==> src/rtl/c1351_pot.sv <==
// c1351_pot: PS/2 mouse packets to rate-limited SID POTX/POTY readings (1351 emulation).
// Optional joystick mode is enabled by defining C1351_JOYMODE_EN.
module c1351_pot #(
    parameter int SHIFT     = 0,
    parameter int MAX_STEP  = 31,
    parameter int PEND_BITS = 12,
    parameter int JOY_HOLD  = 20000
) (
    input  logic        clk_sys,
    input  logic        reset,
    input  logic [24:0] ps2_mouse,
    input  logic        pot_sample,
    output logic [7:0]  potX,
    output logic [7:0]  potY,
    output logic [1:0]  button,
    output logic [4:0]  joy,
    output logic        joy_mode
);
    localparam int PW = 6 + SHIFT;
    localparam int W  = PEND_BITS + 2;
    localparam logic signed [W-1:0] LIM = {3'b000, {(PEND_BITS-1){1'b1}}};
    localparam logic signed [W-1:0] MS  = W'(MAX_STEP);
    localparam logic signed [W-1:0] Z   = '0;

    logic                        t24, armed, ev;
    logic [16:0]                 lfsr;
    logic signed [PEND_BITS-1:0] pend_x, pend_y;
    logic [PW-1:0]               pos_x, pos_y;
    logic signed [W-1:0]         dx, dy, step_x, step_y, nxt_x, nxt_y;
    logic                        unused_bits;

    function automatic logic signed [W-1:0] clamp(input logic signed [W-1:0] v, input logic signed [W-1:0] lim);
        return v > lim ? lim : v < -lim ? -lim : v;
    endfunction

    assign ev = armed && (ps2_mouse[24] != t24);
    assign dx = $signed({{(W-9){ps2_mouse[4]}}, ps2_mouse[4], ps2_mouse[15:8]});
    assign dy = $signed({{(W-9){ps2_mouse[5]}}, ps2_mouse[5], ps2_mouse[23:16]});
    assign unused_bits = ^{ps2_mouse[7:6], ps2_mouse[3:2], nxt_x[W-1:PEND_BITS], nxt_y[W-1:PEND_BITS]};

    // step comes from the old pend, so a coinciding packet adds on top of the drained value
    always_comb begin
        step_x = clamp(W'(pend_x), MS);
        step_y = clamp(W'(pend_y), MS);
        nxt_x  = clamp(W'(pend_x) - (pot_sample ? step_x : Z) + (ev ? dx : Z), LIM);
        nxt_y  = clamp(W'(pend_y) - (pot_sample ? step_y : Z) + (ev ? dy : Z), LIM);
    end

    always_ff @(posedge clk_sys or posedge reset) begin
        if (reset) begin
            t24    <= 1'b0;
            armed  <= 1'b0;
            lfsr   <= 17'h00001;
            button <= 2'b00;
            pend_x <= '0;
            pend_y <= '0;
            pos_x  <= '0;
            pos_y  <= '0;
        end else begin
            t24    <= ps2_mouse[24];
            armed  <= 1'b1;
            lfsr   <= {lfsr[0] ^ lfsr[3], lfsr[16:1]};
            button <= ps2_mouse[1:0];
            if (!joy_mode) begin
                pend_x <= nxt_x[PEND_BITS-1:0];
                pend_y <= nxt_y[PEND_BITS-1:0];
                if (pot_sample) begin
                    pos_x <= pos_x + step_x[PW-1:0];
                    pos_y <= pos_y + step_y[PW-1:0];
                end
            end
        end
    end

    assign potX = joy_mode ? 8'hFF : {1'b0, pos_x[5+SHIFT:SHIFT], lfsr[0]};
    assign potY = joy_mode ? 8'hFF : {1'b0, pos_y[5+SHIFT:SHIFT], lfsr[8]};

`ifdef C1351_JOYMODE_EN
    localparam int CW = $clog2(JOY_HOLD + 1);
    localparam logic [CW-1:0] HOLD = CW'(JOY_HOLD);

    logic          got;
    logic [CW-1:0] cu, cd, cl, cr;

    // a load on one direction cancels its opposite so joy never shows both
    always_ff @(posedge clk_sys or posedge reset) begin
        if (reset) begin
            got      <= 1'b0;
            joy_mode <= 1'b0;
            cu       <= '0;
            cd       <= '0;
            cl       <= '0;
            cr       <= '0;
        end else begin
            if (ev && !got) begin
                got      <= 1'b1;
                joy_mode <= ps2_mouse[1];
            end
            cr <= ev && dx > Z ? HOLD : ev && dx < Z ? '0 : cr != 0 ? cr - 1'b1 : cr;
            cl <= ev && dx < Z ? HOLD : ev && dx > Z ? '0 : cl != 0 ? cl - 1'b1 : cl;
            cu <= ev && dy > Z ? HOLD : ev && dy < Z ? '0 : cu != 0 ? cu - 1'b1 : cu;
            cd <= ev && dy < Z ? HOLD : ev && dy > Z ? '0 : cd != 0 ? cd - 1'b1 : cd;
        end
    end

    assign joy = joy_mode ? {button[0], cr != 0, cl != 0, cd != 0, (cu != 0) | button[1]} : 5'b0;
`else
    logic unused_joy;
    assign unused_joy = JOY_HOLD > 0;
    assign joy_mode   = 1'b0;
    assign joy        = 5'b0;
`endif
endmodule

==> config.mk <==
export PLATFORM = sky130hd
export DESIGN_NAME = c1351_pot
export DESIGN_NICKNAME = d
export VERILOG_FILES = /design/src/rtl/c1351_pot.sv
export SDC_FILE = /design/constraint.sdc
export NUM_CORES = 1
export LEC_CHECK = 0
export BUFFER_PORTS_ARGS = -buffer_cell sky130_fd_sc_hd__buf_2
export CAP_MARGIN = 10
export CORE_ASPECT_RATIO = 0.7
export CORE_MARGIN = 2
export CORE_UTILIZATION = 39
export CTS_CLUSTER_SIZE = 28
export DETAILED_ROUTE_END_ITERATION = 8
export SYNTH_ARGS = -nofsm -noshare
export SYNTH_HDL_FRONTEND = slang
export SYNTH_SLANG_ARGS = --single-unit
==> constraint.sdc <==
create_clock -name clk_sys -period 10.3 [get_ports clk_sys]
set_input_delay 0 -clock clk_sys [delete_from_list [all_inputs] [get_ports clk_sys]]
set_output_delay 0 -clock clk_sys [all_outputs]
set_load 0.05 [all_outputs]
# == Yosys cells after proc, flatten, opt, wreduce, memory -nomap -nowiden ==
# Cells that the tools add are included.
# totals
output_inout_bits,24
word_cells,37
input_bits,28
ff_bits,57
# op_classes
n_eq_ne,1
magnitude_cmp,8
n_addsub,6
n_reduce_logical,1
n_mux,12
bitwise,1
# ops
cell,n
14-bit 2-to-1 mux,8
12-bit 2-to-1 mux,4
14-bit adder,2
"14-bit by 12-bit > comparator with 1-bit output, second input constant",2
"14-bit by 12-bit less-than comparator with 1-bit output, second input constant",2
12-bit by 14-bit subtractor with 14-bit output,2
"12-bit by 6-bit > comparator with 1-bit output, second input constant",2
"12-bit by 6-bit less-than comparator with 1-bit output, second input constant",2
6-bit adder,2
1-bit logical AND,1
1-bit inequality test,1
1-bit bitwise XOR,1

# == Depth between registers and ports, before layout ==
# Gate-level depths: netlist of the first run.
# depth
depth_word,9
ltp_mapped,19
mapped_depth_nobuf,18

# == Least setup slack after synthesis of the first run ==
# No wires, ideal clock.
# synth_timing
path_type,register to register
from,register pend_y[8]
to,register pend_y[0]
synth_period_minus_slack_ns,4.273
setup_time_ns,0.131
stages_incl_launch_ff,18
t_required_ns,10.169
path_buffers,1
slack_ns,6.027
arrival_time_ns,4.141
cell_sequence,dfrtp_1 > nand4_1 > a211o_1 > ha_1 > clkbuf_1 > o21ai_0 > nand2_1 > fa_1 > inv_1 > fa_1 > nand2b_1 > a21oi_1 > o221ai_2 > o21ai_0 > xor2_1 > and2_1 > a21oi_2 > or3_1
# synth_between
elab_chain_cells,9
elab_cells_between_ends,11
classes_between,add/sub: 2; order compare: 4; mux: 5
# synth_lines
element,line_no,rtl
start: declaration,27,"logic signed [PEND_BITS-1:0] pend_x, pend_y;"
start signal: assignment,66,pend_y <= nxt_y[PEND_BITS-1:0];
12-bit by 6-bit less-than comparator with 1-bit output,33,return v > lim ? lim : v < -lim ? -lim : v;
14-bit 2-to-1 mux (2 in series),33,
14-bit 2-to-1 mux,46,"nxt_y = clamp(W'(pend_y) - (pot_sample ? step_y : Z) + (ev ? dy : Z), LIM);"
12-bit by 14-bit subtractor with 14-bit output *,46,
14-bit adder *,46,
14-bit by 12-bit less-than comparator with 1-bit output,33,
12-bit 2-to-1 mux,33,
12-bit 2-to-1 mux *,33,
net nxt_y[0],29,"logic signed [W-1:0] dx, dy, step_x, step_y, nxt_x, nxt_y;"
# Mark *: on every way through the listed nets, which the timed path passes. The rest lies on a longest branch.
# A chain may end at the register's enable or synchronous reset.

# == Worst setup path in the final report of the first run ==
# layout_timing
from,register pend_y[2]
to,register pend_y[2]
# The elaborated chain is that of the path after synthesis.

==> results of run 1 <==
## area by class of cell
type | count | area share [%]
Multi-Input combinational cell | 348 | 52.8
Sequential cell | 57 | 27.4
Inverter | 80 | 5.77
Clock buffer | 11 | 4.66
Timing Repair Buffer | 44 | 4.66
Tap cell | 153 | 3.68
Clock inverter | 5 | 1.06
## cells by family after synthesis
| logic type | after synthesis | share of synthesized area (%) |
|---|---|---|
| compound gates | 110 | 16.0 |
| xor+xnor | 31 | 5.97 |
| fa+ha+maj | 66 | 22.4 |
| buf+inv | 97 | 8.83 |
| flops | 57 | 31.4 |
| mux | 10 | 2.42 |
| other cells | 2 | 0.165 |
| simple gates | 122 | 12.8 |
## Yosys cell counts (2+ instances only)
library cell / count
mux2i_1: 2
mux2_2: 8
nor2_1: 46
a21oi_1: 35
nand4b_1: 2
nand3_1: 6
o31a_1: 2
fa_1: 26
buf_4: 10
nand2b_1: 2
o21ai_1: 2
o21a_1: 3
and2_1: 11
ha_1: 40
o21ai_0: 23
clkbuf_1: 7
inv_1: 80
nand2_1: 30
xnor2_1: 15
and3_1: 3
nand4_1: 5
nand3b_1: 2
a211o_1: 4
nor4_1: 3
a31oi_1: 4
xor2_1: 16
o211ai_1: 3
a21o_1: 15
conb_1: 2
a211oi_1: 4
or3_1: 6
dfrtp_1: 56
## critical path: stages (launching register included)
cell and delay, ns:
dfrtp_1 0.38, nor4_1 0.47, a211o_1 0.21, ha_1 0.35, o21ai_0 0.46, nand2_1 0.16, fa_1 0.57, inv_1 0.07
fa_1 0.45, nand2b_1 0.18, a21oi_1 0.26, o221ai_2 0.21, mux2i_1 0.19, a2111oi_4 0.39, nand4b_1 0.16, a21oi_2 0.33
o21ai_0 0.17
## worst max path at each step
stage | depth (start not counted) | startpoint | to | slack (ns)
detailed placement | 16 | pend_y[2] | pend_y[2] | 5.18
global route | 16 | pend_y[2] | pend_y[2] | 4.75
floorplan | 17 | pend_y[8] | pend_y[0] | 6.03
CTS | 16 | pend_y[2] | pend_y[2] | 5.14
finish | 16 | pend_y[2] | pend_y[2] | 5.11
global placement | 16 | pend_y[2] | pend_y[4] | 5.31
## flip-flops by register name, indices dropped and copies added, names as in the netlist
name / flops
pend_y: 12
armed: 1
pos_y: 6
button: 2
lfsr: 17
t24: 1
pend_x: 12
pos_x: 6
## per-stage QoR
step           cells  setup slack [ns]
2_1_floorplan    502              6.03
3_3_place_gp     678              5.31
3_5_place_dp     678              5.18
4_1_cts          698              5.14
5_1_grt          698              4.75
6_report         698              5.11
## metal layers
metal | vias to the layer above | part of all wire [%] | global-route usage (%)
met4 | 0 | 0.10 | 2.48
met1 | 1641 | 55 | 26.4
li1 | 1722 | - | -
met3 | 2 | 4.7 | 4.94
met5 | - | 0 | 0
met2 | 74 | 40 | 23.7
==> metrics.cfg, run 1 <==
[finish]
utilization_pct=46.6
multiInputGateArea_mm2=0.00275
area_growth_pct=14.4
final_cell_mix=inv_1 (79), dfrtp_1 (56), nor2_1 (46)
finalInstanceArea_mm2=0.00521
antennaDiodeCount=0
final_common_cell=inv_1
filler_cell_count=1076
drive_gt1_share_pct=13.2
regArea_mm2=0.00143
fin_nets=634

[drt]
wl_per_cell_um=14.2
drc=0
vias_per_cell=4.93
firstDrtPassIters=4
ant_nets=0
drt_iter0_drc=188
vias=3439
finalWirelength_um=9920

[min_path]
hold_start=pot_sample
min_to=pos_x[2]
hp-class=primary input to flop
min_path_cells=2

[yosys]
ys_warn_count=0
ys_seq_elements=57
syn_inst=495
ys_async_sr_fraction_pct=100
synth_top_cell_by_area=dfrtp_1
synth_seq_area_share_pct=31.4
syn_avg_cell_area_um2=9.19
synth_cell_type_count=54
synth_enable_flop_cells=0
synth_top_area_share_pct=30.8
syn-cell-area_mm2=0.00455
ys.flop_type=dfrtp_1
synth_area_leaders=dfrtp_1 (31%), fa_1 (11%), ha_1 (11%)

[cts]
clock_path_buffers=2
insertion_delay_ns=0.32
cts.sinks=57
ctsResizeCount=0
cts_hold_buf=4
numCtsBuffers=9
cts_tree=built
htree_levels=3
post_cts_buffers=0
cts_root_buf=clkbuf_16
clkTransAtPathRegs_ns=0.05

[global_route]
grt-ovfl-total=0
grt_max_degree=58
antenna_found_initial=1
grt_usage_pct=17.0
grt_pass1_wl_um=16800
grt_pass1_vias=3387

[timing]
slew_violations=0
finalSetupViolCount=0
worstMarginPinSlew_ns=0.719
fin_setup_tns_ns=0
fin_worst_skew_ns=0.00409
rsz0062_at_grt=no
hold_viol_final=0
fin_crit_ns=5.19
timing.fmax_mhz=193
hold_slack_ns=0.158
layout_worst_path_cycle_share_pct=50.3
slew_headroom_pct=52.1

[run]
cap_viol_max_count=0

[place]
io_buffers=39
place_area_mm2=0.00487
dp_hpwl_um=7980
place.gp.congestion=0.882

[critical_path]
path_class=flop to flop
r2r-end=pend_y[2]
cp.arrival_ns=5.33
critPathMaxFanout=11
required_ns=10.44
reg2reg_slack_ns=5.11
cp-start-kind=flop
r2r_start=pend_y[2]
reg2regPathDepth=16
end_kind=flop

[die]
die_h_um=94.4
core-area_mm2=0.0112
io_pins=52
fp.dieW_um=133
row_count=32
dieArea_mm2=0.0126
start_util_pct=40.7

[outcome]
status=complete, no violations

Power of run 1 is not shown: default switching activity piles up to over one toggle a cycle in this logic, so the estimate is an artifact.
==> run 2: changes to the inputs <==
- clock period: 10.3 -> 4.9 ns (I/O delays scaled with it)
==> run 2 against run 1 <==
Non-clock buffer count up 5. Register-to-register slack worse by 4.8 ns. Hold slack worse by 0.011 ns. Clock-buffer cell count unchanged. Flip-flop and latch count unchanged. Critical path depth up 2. Critical path type unchanged. Critical endpoint is now pend_y[0].
==> metrics.cfg, run 2 (synthesis results as in run 1) <==
[critical_path]
cp_slowest_cell=dfrtp_1
path_class=flop to flop
critPathMostFrequentCell=ha_1
crit_chain=nand4_1 -> a211o_1 -> ha_1 -> or3_1 -> and2_1 -> ha_1 -> inv_1 -> ha_1 -> inv_1 -> fa_1 -> nand2b_1 -> a21oi_2 -> o221ai_2 -> o21ai_0 -> xor2_1 -> and2_1 -> a21oi_4 -> or3_1
critPathMaxStageDelay_ns=0.40  ; -0.17 ns
cp.arrival_ns=4.83  ; -0.50 ns
cp-start-kind=flop
critPathMaxFanout=7  ; -4
required_ns=5.10  ; -5.34 ns
end_kind=flop

[finish]
drive_gt1_share_pct=15.3  ; +2.1 points
top_register=lfsr
filler_cell_count=1058  ; -1.7%
final_common_cell=inv_1
largest_reg_flops=17  ; unchanged
final_cell_mix=inv_1 (79), dfrtp_1 (56), nor2_1 (46)
area_growth_pct=16.8
multiInputGateArea_mm2=0.00279  ; +1.4%
regArea_mm2=0.00143  ; unchanged
antennaDiodeCount=0  ; unchanged
reg_top3=lfsr x17, pend_x x12, pend_y x12
fin_nets=639  ; +0.79%

[die]
die_h_um=94.4  ; unchanged
fp.dieW_um=133  ; unchanged
dieArea_mm2=0.0126  ; unchanged
row_count=32  ; unchanged
start_util_pct=40.7  ; unchanged
io_pins=52  ; unchanged
core-area_mm2=0.0112  ; unchanged

[timing]
slew_violations=0  ; unchanged
slew_headroom_pct=53.0  ; +0.92 points
finalSetupViolCount=0  ; unchanged
timing.fmax_mhz=216  ; +12%
fin_setup_tns_ns=0  ; unchanged
worstMarginPinSlew_ns=0.705  ; -0.0138 ns
hold_viol_final=0  ; unchanged
rsz0062_at_grt=no
fin_worst_skew_ns=0.00616  ; +0.00207 ns
layout_worst_path_cycle_share_pct=94.6  ; +44 points
fin_crit_ns=4.63  ; -0.551 ns

[cts]
cts_tree=built
insertion_delay_ns=0.32  ; about the same
post_cts_buffers=0  ; unchanged
cts.sinks=57  ; unchanged
htree_levels=3  ; unchanged
numCtsBuffers=9  ; unchanged
cts_root_buf=clkbuf_16
clock_path_buffers=2  ; unchanged
clkTransAtPathRegs_ns=0.05  ; about the same

[drt]
firstDrtPassIters=5  ; +1
drt_iter0_drc=278  ; +48%
ant_nets=0  ; unchanged
wl_per_cell_um=14.3  ; +0.79%
finalWirelength_um=10100  ; +1.5%
vias_per_cell=5.01  ; +1.7%
vias=3521  ; +2.4%
drc=0  ; unchanged

[place]
place.gp.congestion=0.839  ; -4.9%
dp_hpwl_um=8110  ; +1.6%
io_buffers=39  ; unchanged

[global_route]
grt_pass1_vias=3474  ; +2.6%
grt_usage_pct=17.8  ; +0.74 points
grt_max_degree=58  ; unchanged
grt-ovfl-total=0  ; unchanged
antenna_found_initial=0  ; -1
grt_pass1_wl_um=17400  ; +4.0%

[outcome]
status=complete, no violations

[run]
cap_viol_max_count=0  ; unchanged

[min_path]
hp-class=primary input to flop

## run 2: changes by cell type in the layout (fill, tap and decap cells not counted), sizes merged
cell | previous run | this run
bufinv | 1 | 2
clkinvlp | 2 | 1
buf | 40 | 45
## run 2: routing by layer
layer | global-route usage [%] | vias to the layer above | share of wire, % | wire (um)
met5 | 0 | - | 0 | 0
met4 | 4.17 | 0 | 0.79 | 80
met3 | 4.40 | 7 | 7.1 | 715
met2 | 25.1 | 114 | 40 | 4080
met1 | 27.2 | 1667 | 52 | 5190
li1 | - | 1733 | - | -
## run 2: timing repair
item,4_1_cts,5_1_grt
gates resized for setup,0,8
hold endpoints to repair,59,0
endpoints found under the setup margin,0,17
hold buffers,4,0
## run 2: final cells by class
cell class,instances,area share (%)
repair buffers,49,5.27
clock inverters,5,1.46
inverters,80,5.65
clock buffers,11,4.76
multi-input cells,348,52.4
well taps,153,3.60
flip-flops and latches,57,26.9
## run 2: metrics by stage
step	cell area, um^2	hold WS, ns	setup slack [ns]	instances	utilization (%)
4_1_cts	5280	0.133	0.261	703	47.2
2_1_floorplan	4580	0.0314	0.627	502	-
6_report	5320	0.147	0.266	703	47.6
5_1_grt	5320	0.184	0.0192	703	47.6
3_3_place_gp	4910	0.110	0.308	683	43.9
3_5_place_dp	4910	0.110	0.270	683	43.9
## run 2: worst max-delay path, delay by kind of cell, from the launching register on
family                     cells  cell delay, ns
xor gates and xnor gates       1            0.27
DFF                            1            0.40
AOI/OAI and AO/OA              5            1.03
adders and majority gates      4            1.20
and+or+nand+nor                6            1.46
buffers and inverters          2            0.13
## run 2: final timing paths
check	end	start	cells past startpoint	slack, ns
worst max register to register	pend_y[0]	pend_y[8]	18	0.27
worst max-delay path	pend_y[0]	pend_y[8]	18	0.27
max in group asynchronous	pos_y[1]	reset	4	4.01
min in group asynchronous	button[0]	reset	4	0.40
worst min register to register	lfsr[4]	lfsr[5]	0	0.34
worst min-delay path	pos_y[2]	pot_sample	2	0.15
Power of run 2 is left out for the same reason.
==> run 3: changes to the inputs <==
- RECOVER_POWER: not set -> 100
==> run 3 against run 2 <==
The flow now finishes with violations (max-capacitance violations, max-slew violations). First-iteration DRC count fell by 9.4%. Non-clock buffer count unchanged. Sequential share of layout area grew 0.24 points. Critical path type unchanged. Highest routed layer unchanged.
==> metrics.cfg, run 3 (synthesis results as in run 1) <==
[finish]
fin_nets=639  ; unchanged
top_register=lfsr
final_common_cell=inv_1
final_cell_mix=inv_1 (80), dfrtp_1 (56), nor2_1 (46)
largest_reg_flops=17  ; unchanged
antennaDiodeCount=0  ; unchanged
area_growth_pct=15.8
reg_top3=lfsr x17, pend_x x12, pend_y x12
drive_gt1_share_pct=11.3  ; -4.0 points

[critical_path]
critPathMaxFanout=7  ; unchanged
end_kind=flop
path_class=flop to flop
cp.arrival_ns=4.82  ; about the same
required_ns=5.10  ; about the same
cp-start-kind=flop

[global_route]
grt_usage_pct=17.8  ; unchanged
grt_pass1_vias=3474  ; unchanged
grt_max_degree=58  ; unchanged
grt-ovfl-total=0  ; unchanged
antenna_found_initial=0  ; unchanged
grt_pass1_wl_um=17400  ; unchanged

[outcome]
violations=max-capacitance violations, max-slew violations
status=complete, but fails checks

[drt]
vias_per_cell=5.03  ; +0.37%
drt_iter0_drc=252  ; -9.4%
firstDrtPassIters=5  ; unchanged
drc=0  ; unchanged
finalWirelength_um=10200  ; +1.1%
ant_nets=0  ; unchanged
vias=3534  ; +0.37%
wl_per_cell_um=14.5  ; +1.1%

[place]
dp_hpwl_um=8110  ; unchanged
place.gp.congestion=0.839  ; unchanged
io_buffers=39  ; unchanged
place_ws_ns=0.270  ; unchanged

[timing]
slew_violations=58  ; +58
rsz0062_at_grt=no
fin_crit_ns=4.62  ; -0.0138 ns
slew_headroom_pct=-95.8  ; -150 points
fin_worst_skew_ns=0.00619  ; +0.0000236 ns
finalSetupViolCount=0  ; unchanged
timing.fmax_mhz=216  ; +0.30%
fin_setup_tns_ns=0  ; unchanged
worstMarginPinSlew_ns=2.94  ; +2.23 ns
layout_worst_path_cycle_share_pct=94.3  ; -0.28 points
hold_viol_final=0  ; unchanged
setup_ws_ns=0.280  ; +0.0138 ns

[cts]
clkTransAtPathRegs_ns=0.05  ; about the same
cts_tree=built
insertion_delay_ns=0.32  ; about the same
htree_levels=3  ; unchanged
clock_path_buffers=2  ; unchanged
numCtsBuffers=9  ; unchanged
cts_root_buf=clkbuf_16
post_cts_buffers=0  ; unchanged
cts.sinks=57  ; unchanged

[die]
dieArea_mm2=0.0126  ; unchanged
start_util_pct=40.7  ; unchanged
io_pins=52  ; unchanged
row_count=32  ; unchanged
die_h_um=94.4  ; unchanged
core-area_mm2=0.0112  ; unchanged
fp.dieW_um=133  ; unchanged

[run]
cap_viol_max_count=1  ; +1

[min_path]
hp-class=primary input to flop

run 3: final timing paths:
kind | start | to | slack [ns] | cells after the start
worst max-delay path | pend_y[8] | pend_y[0] | 0.28 | 18
worst min-delay path | pot_sample | pos_y[2] | 0.15 | 2
worst max register to register | pend_y[8] | pend_y[0] | 0.28 | 18
worst min register to register | lfsr[10] | lfsr[9] | 0.34 | 0
max in group asynchronous | reset | pos_y[1] | 1.89 | 4
min in group asynchronous | reset | button[0] | 1.32 | 4
run 3: metal layers:
metal / GRT usage [%] / wire, um / share of wire (%) / up-vias
met5: 0 / 0 / 0 / -
met4: 4.17 / 83 / 0.82 / 0
met3: 4.40 / 696 / 6.8 / 9
met2: 25.1 / 4120 / 40 / 116
met1: 27.2 / 5280 / 52 / 1674
li1: - / - / - / 1735
run 3: critical path, cell delays in order (launching register included):
cell	delay (ns)
dfrtp_1	0.41
nand4_1	0.12
a211o_1	0.30
ha_1	0.31
or3_1	0.38
and2_0	0.20
ha_1	0.30
inv_1	0.06
ha_1	0.20
inv_1	0.07
fa_1	0.39
nand2b_1	0.19
a21oi_2	0.19
o221ai_2	0.17
o21ai_0	0.29
xor2_1	0.26
and2_1	0.22
a21oi_2	0.11
or3_1	0.33
run 3: what timing repair did:
item                                   4_1_cts  5_1_grt
endpoints found under the hold margin       59        0
hold buffers                                 4        0
gates resized for setup                      0        8
setup endpoints to repair                    0       17
run 3: final cells by class:
cell class,count,area [um^2]
multi-input combinational,348,2770
sequential,57,1430
clock inverter,5,77.6
fill,1071,5900
clock buffer,11,253
tap,153,191
timing repair buffer,49,249
inverter,80,300
run 3: stage by stage:
step	utilization, %	instances	hold slack [ns]	cell area [um^2]
finish	47.2	703	0.148	5270
CTS	47.2	703	0.133	5280
global route	47.2	703	0.185	5270
floorplan	-	502	0.0314	4580
global placement	43.9	683	0.110	4910
detailed placement	43.9	683	0.110	4910
Power of run 3 is left out for the same reason.
